==> src/rtl/tdm_frame_deser.sv <==
// Receive end of the serial mic-sum link: deserialises lr_clk-framed words into a
// small FIFO behind a valid/ready stream, flagging short frames and dropped words.
module tdm_frame_deser #(
  parameter int N_CH       = 4,
  parameter int SAMPLE_W   = 8,
  parameter int FIFO_DEPTH = 4,
  localparam int CH_W      = (N_CH > 1) ? $clog2(N_CH) : 1
) (
  input  logic                clk,
  input  logic                rst,
  input  logic                lr_clk,
  input  logic                sd_in,
  output logic                m_valid,
  input  logic                m_ready,
  output logic [SAMPLE_W-1:0] m_data,
  output logic [CH_W-1:0]     m_ch,
  output logic                m_first,
  output logic                overflow,
  output logic                frame_err
);

  localparam int BIT_W = (SAMPLE_W > 1) ? $clog2(SAMPLE_W) : 1;
  localparam int PTR_W = (FIFO_DEPTH > 1) ? $clog2(FIFO_DEPTH) : 1;
  localparam int ENT_W = CH_W + 1 + SAMPLE_W;

  typedef enum logic [1:0] {IDLE, SHIFT, HOLD} state_t;

  state_t              state_q, state_d;
  logic                lr_q, lr_d;
  logic [BIT_W-1:0]    bit_cnt_q, bit_cnt_d;
  logic [CH_W-1:0]     ch_cnt_q, ch_cnt_d;
  logic [SAMPLE_W-1:0] shreg_q, shreg_d;
  logic                push_q, push_d;
  logic [ENT_W-1:0]    push_word_q, push_word_d;
  logic [ENT_W-1:0]    mem_q [FIFO_DEPTH];
  logic [ENT_W-1:0]    mem_d [FIFO_DEPTH];
  logic [PTR_W-1:0]    wr_ptr_q, wr_ptr_d, rd_ptr_q, rd_ptr_d;
  logic [PTR_W:0]      count_q, count_d;
  logic                overflow_q, overflow_d;
  logic                frame_err_q, frame_err_d;

  logic lr_edge, word_done, last_ch;
  logic fifo_full, fifo_pop, fifo_wr;

  assign lr_edge   = lr_clk & ~lr_q;
  assign word_done = (bit_cnt_q == BIT_W'(SAMPLE_W - 1));
  assign last_ch   = (ch_cnt_q == CH_W'(N_CH - 1));

  always_comb begin
    state_d     = state_q;
    lr_d        = lr_clk;
    bit_cnt_d   = bit_cnt_q;
    ch_cnt_d    = ch_cnt_q;
    shreg_d     = shreg_q;
    push_d      = 1'b0;
    push_word_d = push_word_q;
    frame_err_d = frame_err_q;
    case (state_q)
      IDLE, HOLD: begin
        if (lr_edge) begin
          state_d   = SHIFT;
          bit_cnt_d = '0;
          ch_cnt_d  = '0;
        end
      end
      SHIFT: begin
        // An edge on the frame's final bit is a clean frame boundary, anything earlier is short.
        if (lr_edge && !(word_done && last_ch)) begin
          frame_err_d = 1'b1;
          bit_cnt_d   = '0;
          ch_cnt_d    = '0;
          shreg_d     = '0;
        end else begin
          shreg_d = {shreg_q[SAMPLE_W-2:0], sd_in};
          if (word_done) begin
            push_d      = 1'b1;
            push_word_d = {ch_cnt_q, (ch_cnt_q == '0), shreg_d};
            bit_cnt_d   = '0;
            if (last_ch) begin
              ch_cnt_d = '0;
              state_d  = lr_edge ? SHIFT : HOLD;
            end else begin
              ch_cnt_d = ch_cnt_q + CH_W'(1);
            end
          end else begin
            bit_cnt_d = bit_cnt_q + BIT_W'(1);
          end
        end
      end
      default: state_d = IDLE;
    endcase
  end

  // A full FIFO still accepts a push when the head is leaving in the same cycle.
  assign fifo_full = (count_q == (PTR_W + 1)'(FIFO_DEPTH));
  assign fifo_pop  = m_valid && m_ready;
  assign fifo_wr   = push_q && (!fifo_full || fifo_pop);

  always_comb begin
    mem_d      = mem_q;
    wr_ptr_d   = wr_ptr_q;
    rd_ptr_d   = rd_ptr_q;
    count_d    = count_q;
    overflow_d = overflow_q | (push_q && fifo_full && !fifo_pop);
    if (fifo_wr) begin
      mem_d[wr_ptr_q] = push_word_q;
      wr_ptr_d        = wr_ptr_q + PTR_W'(1);
    end
    if (fifo_pop) begin
      rd_ptr_d = rd_ptr_q + PTR_W'(1);
    end
    case ({fifo_wr, fifo_pop})
      2'b10:   count_d = count_q + (PTR_W + 1)'(1);
      2'b01:   count_d = count_q - (PTR_W + 1)'(1);
      default: count_d = count_q;
    endcase
  end

  always_ff @(posedge clk) begin
    if (rst) begin
      state_q     <= IDLE;
      lr_q        <= 1'b1;
      bit_cnt_q   <= '0;
      ch_cnt_q    <= '0;
      shreg_q     <= '0;
      push_q      <= 1'b0;
      push_word_q <= '0;
      for (int i = 0; i < FIFO_DEPTH; i++) begin
        mem_q[i] <= '0;
      end
      wr_ptr_q    <= '0;
      rd_ptr_q    <= '0;
      count_q     <= '0;
      overflow_q  <= 1'b0;
      frame_err_q <= 1'b0;
    end else begin
      state_q     <= state_d;
      lr_q        <= lr_d;
      bit_cnt_q   <= bit_cnt_d;
      ch_cnt_q    <= ch_cnt_d;
      shreg_q     <= shreg_d;
      push_q      <= push_d;
      push_word_q <= push_word_d;
      mem_q       <= mem_d;
      wr_ptr_q    <= wr_ptr_d;
      rd_ptr_q    <= rd_ptr_d;
      count_q     <= count_d;
      overflow_q  <= overflow_d;
      frame_err_q <= frame_err_d;
    end
  end

  assign m_valid                   = (count_q != '0);
  assign {m_ch, m_first, m_data}   = mem_q[rd_ptr_q];
  assign overflow                  = overflow_q;
  assign frame_err                 = frame_err_q;

endmodule

==> config.mk <==
export PLATFORM = sky130hd
export DESIGN_NAME = tdm_frame_deser
export DESIGN_NICKNAME = d
export VERILOG_FILES = /design/src/rtl/tdm_frame_deser.sv
export SDC_FILE = /design/constraint.sdc
export NUM_CORES = 1
export LEC_CHECK = 0
export ABC_CLOCK_PERIOD_IN_PS = 2850
export CELL_PAD_IN_SITES_DETAIL_PLACEMENT = 0
export CELL_PAD_IN_SITES_GLOBAL_PLACEMENT = 2
export CORE_UTILIZATION = 39
export DETAILED_ROUTE_END_ITERATION = 10
export GPL_ROUTABILITY_DRIVEN = 0
export HOLD_SLACK_MARGIN = 0.08
export PLACE_DENSITY_LB_ADDON = 0.1
export SLEW_MARGIN = 15
export SYNTH_ARGS = -nofsm -noshare
export SYNTH_HDL_FRONTEND = slang
export SYNTH_SLANG_ARGS = --single-unit
export TNS_END_PERCENT = 20
==> constraint.sdc <==
create_clock -name clk -period 2.85 [get_ports clk]
set_clock_uncertainty 0.05 [all_clocks]
set_input_delay 0.7125 -clock clk [delete_from_list [all_inputs] [get_ports clk]]
set_output_delay 0.7125 -clock clk [all_outputs]
set_load 0.03 [all_outputs]
==> out/qor.yml <==
status:
  status: "complete, no violations"
sta:
  rsz0062_at_grt: "no"
  fin_crit_sh: 0.9740
  final_hold_viol_count: 0
  finalSetupViolCount: 0
  period_needed_ps: 2776
  tightest_slew_ps: 666.8
  fmax_mhz: 360.2
  slew_headroom: 0.5555
  finalMaxSlewViolations: 0
cells_and_area:
  layout.cells.most_common: "nand2_1"
  nets: 373
  antenna_cells: 0
  stdcell_count: 471
  drive_above_1_share: 0.1350
  most-common-layout-cells: "83 x nand2_1, 79 x dfxtp_1, 57 x mux2i_1"
  syn_to_final_growth_pct: 13.88
  fin_util: 0.4567
  fillers: 848
clock_network:
  clock-root-buffer: "clkbuf_8"
  numCtsBuffers: 9
  htreeDepth: 3
  cts_hold_buf: 0
  path_clk_slew_ps: 80
  clockBufferDepth: 2
  cts_sinks: 80
  postCtsSetupBuffers: 0
  clk_latency_ps: 340
  cts_tree: "yes"
logic_synthesis:
  synth_cells: 337
  syn_nets: 352
  synth_seq_cells: 80
  syn_avg_cell_area_sq_um: 10.38
  synthArstFlopShare: 0
  synth_ff_type: "dfxtp_1"
  syn_area_sq_um: 3497
  ys_types: 45
  ys.warnings.count: 0
  synth_edf_count: 0
  yosysSeqAreaShare: 0.4580
pwr:
  peakVddDrop_v: 0.0002785
  p_per_area_nw_per_um2: 497.5
  power_leakage_uw: 0.001667
hold_path:
  hold_path.class: "reg -> reg"
global_routing:
  grt_use_total: 0.1567
  grt_max_degree: 43
  antenna_found_initial: 0
  grt_pass1_wl_mm: 11.59
  grt_pass1_vias: 2221
  overflow: 0
setup_path:
  start_kind: "flop"
  slowest_stage: "clkdlybuf4s50_1"
  crit_path_max_incr_delay_ps: 600
  crit_chain: "buf_4 -> mux4_2 -> clkdlybuf4s50_1"
  endpoint_kind: "output port"
  arrival_ps: 2010
  cp_max_fo: 10
  required_ps: 2090
  path_class: "reg -> out"
floorplan:
  dieHeight_microns: 96.70
  die_w_microns: 96.70
  fp-row-count: 34
  fp.dieArea_sq_um: 9350
  core-area_sq_um: 8721
  ios: 19
  initial_core_util: 0.4010
routing:
  wirelength_mm: 6.953
  first_pass_iters: 4
  drt_iter0_drc: 49
  wire_per_inst_microns: 14.76
  viasPerCell: 4.904
  ant_nets: 0
  via_count: 2310
  drc: 0
placement:
  dpl.hpwl_mm: 4.623
  portBuffers: 18
  dp.cells: 455
flow_run:
  cap_viol_max_count: 0
## sequential cells by signal, summed over array words and instances (netlist names), 2 cells and up
signal and flops:
rd_ptr_q 2, ch_cnt_q 2, mem_q 44, push_word_q 11, count_q 3, bit_cnt_q 3, shreg_q 7, wr_ptr_q 2
state_q 2
## cell families after synthesis
logic type,synth area share
buffers and inverters,0.04759
flip-flops,0.4580
XOR/XNOR,0.01002
multiplexers,0.2340
AO/OA/AOI/OAI,0.05653
adder cells (fa/ha/maj),0.03793
AND/OR/NAND/NOR,0.1560
## cell usage after synthesis (2+ instances only)
library cell	number	share of area
dfxtp_1	80	0.46
nand2b_1	2	0.0036
xor2_1	3	0.0075
nand2_1	83	0.089
clkbuf_1	10	0.011
nand3_4	3	0.015
ha_1	9	0.032
buf_6	2	0.0064
inv_1	8	0.0086
a21oi_1	15	0.021
nor3_1	2	0.0029
nand3_1	5	0.0072
nor2b_1	3	0.0054
and2_1	2	0.0036
mux4_2	11	0.071
buf_12	2	0.011
o211ai_1	2	0.0043
nor2_1	7	0.0075
mux2i_1	57	0.16
or3_1	2	0.0036
buf_2	5	0.0072
## cell type report
type / instances / area [sq um] / area share
flip-flops and latches: 80 / 1603 / 0.4025
clock inverters: 6 / 60.06 / 0.01508
repair buffers: 30 / 294.0 / 0.07383
clock buffers: 10 / 127.6 / 0.03205
multi-input cells: 228 / 1729 / 0.4342
inverters: 9 / 33.78 / 0.008483
well taps: 108 / 135.1 / 0.03393
## timing repair
item	in CTS	in global routing
setup endpoints to repair	5	5
gates resized for setup	2	5
cloned	0	0
## layer usage
metal  track usage  wire, microns  up-vias
li1              -              -     1212
met1        0.2174           3651     1076
met2        0.2405           3089       18
met3       0.04046            161        4
met4       0.04478             50        0
met5             0              0        -
## worst max-delay path, delay by kind of cell, from the launching register on
family / cells / cell delay, ps
buf+inv: 2 / 830
flops: 1 / 310
mux: 1 / 520
## path summary, 6_finish.rpt
check                    from          to  slack, ps  cells past startpoint
hold reg to reg     mem_q[30]   mem_q[30]        410                      2
setup reg to reg   count_q[0]  count_q[2]        540                      8
hold / removal      mem_q[30]   mem_q[30]        410                      2
setup / recovery  rd_ptr_q[1]   m_data[5]         70                      3
## report_power, final
group | leakage (uW) | switching [uW] | total (uW) | internal, uW
clock | 0.0000920 | 402 | 803 | 401
sequential | 0.000645 | 3.31 | 1120 | 1120
combinational | 0.000929 | 36.0 | 55.0 | 19.0
## per-stage QoR
step           cell area (sq um)  hold WS (ps)  total power (uW)  setup WS [ps]  TNS (ps)
2_1_floorplan               3497         381.5              1181          162.1         0
3_3_place_gp                3782         392.6              1206         -172.1    -172.1
3_5_place_dp                3782         396.7              1206         -218.5    -218.5
4_1_cts                     3970         408.8              2018          17.18         0
5_1_grt                     3983         431.7              2060          8.056         0
6_report                    3983         406.6              1981          74.13         0
(Power assumes the default switching activity.)
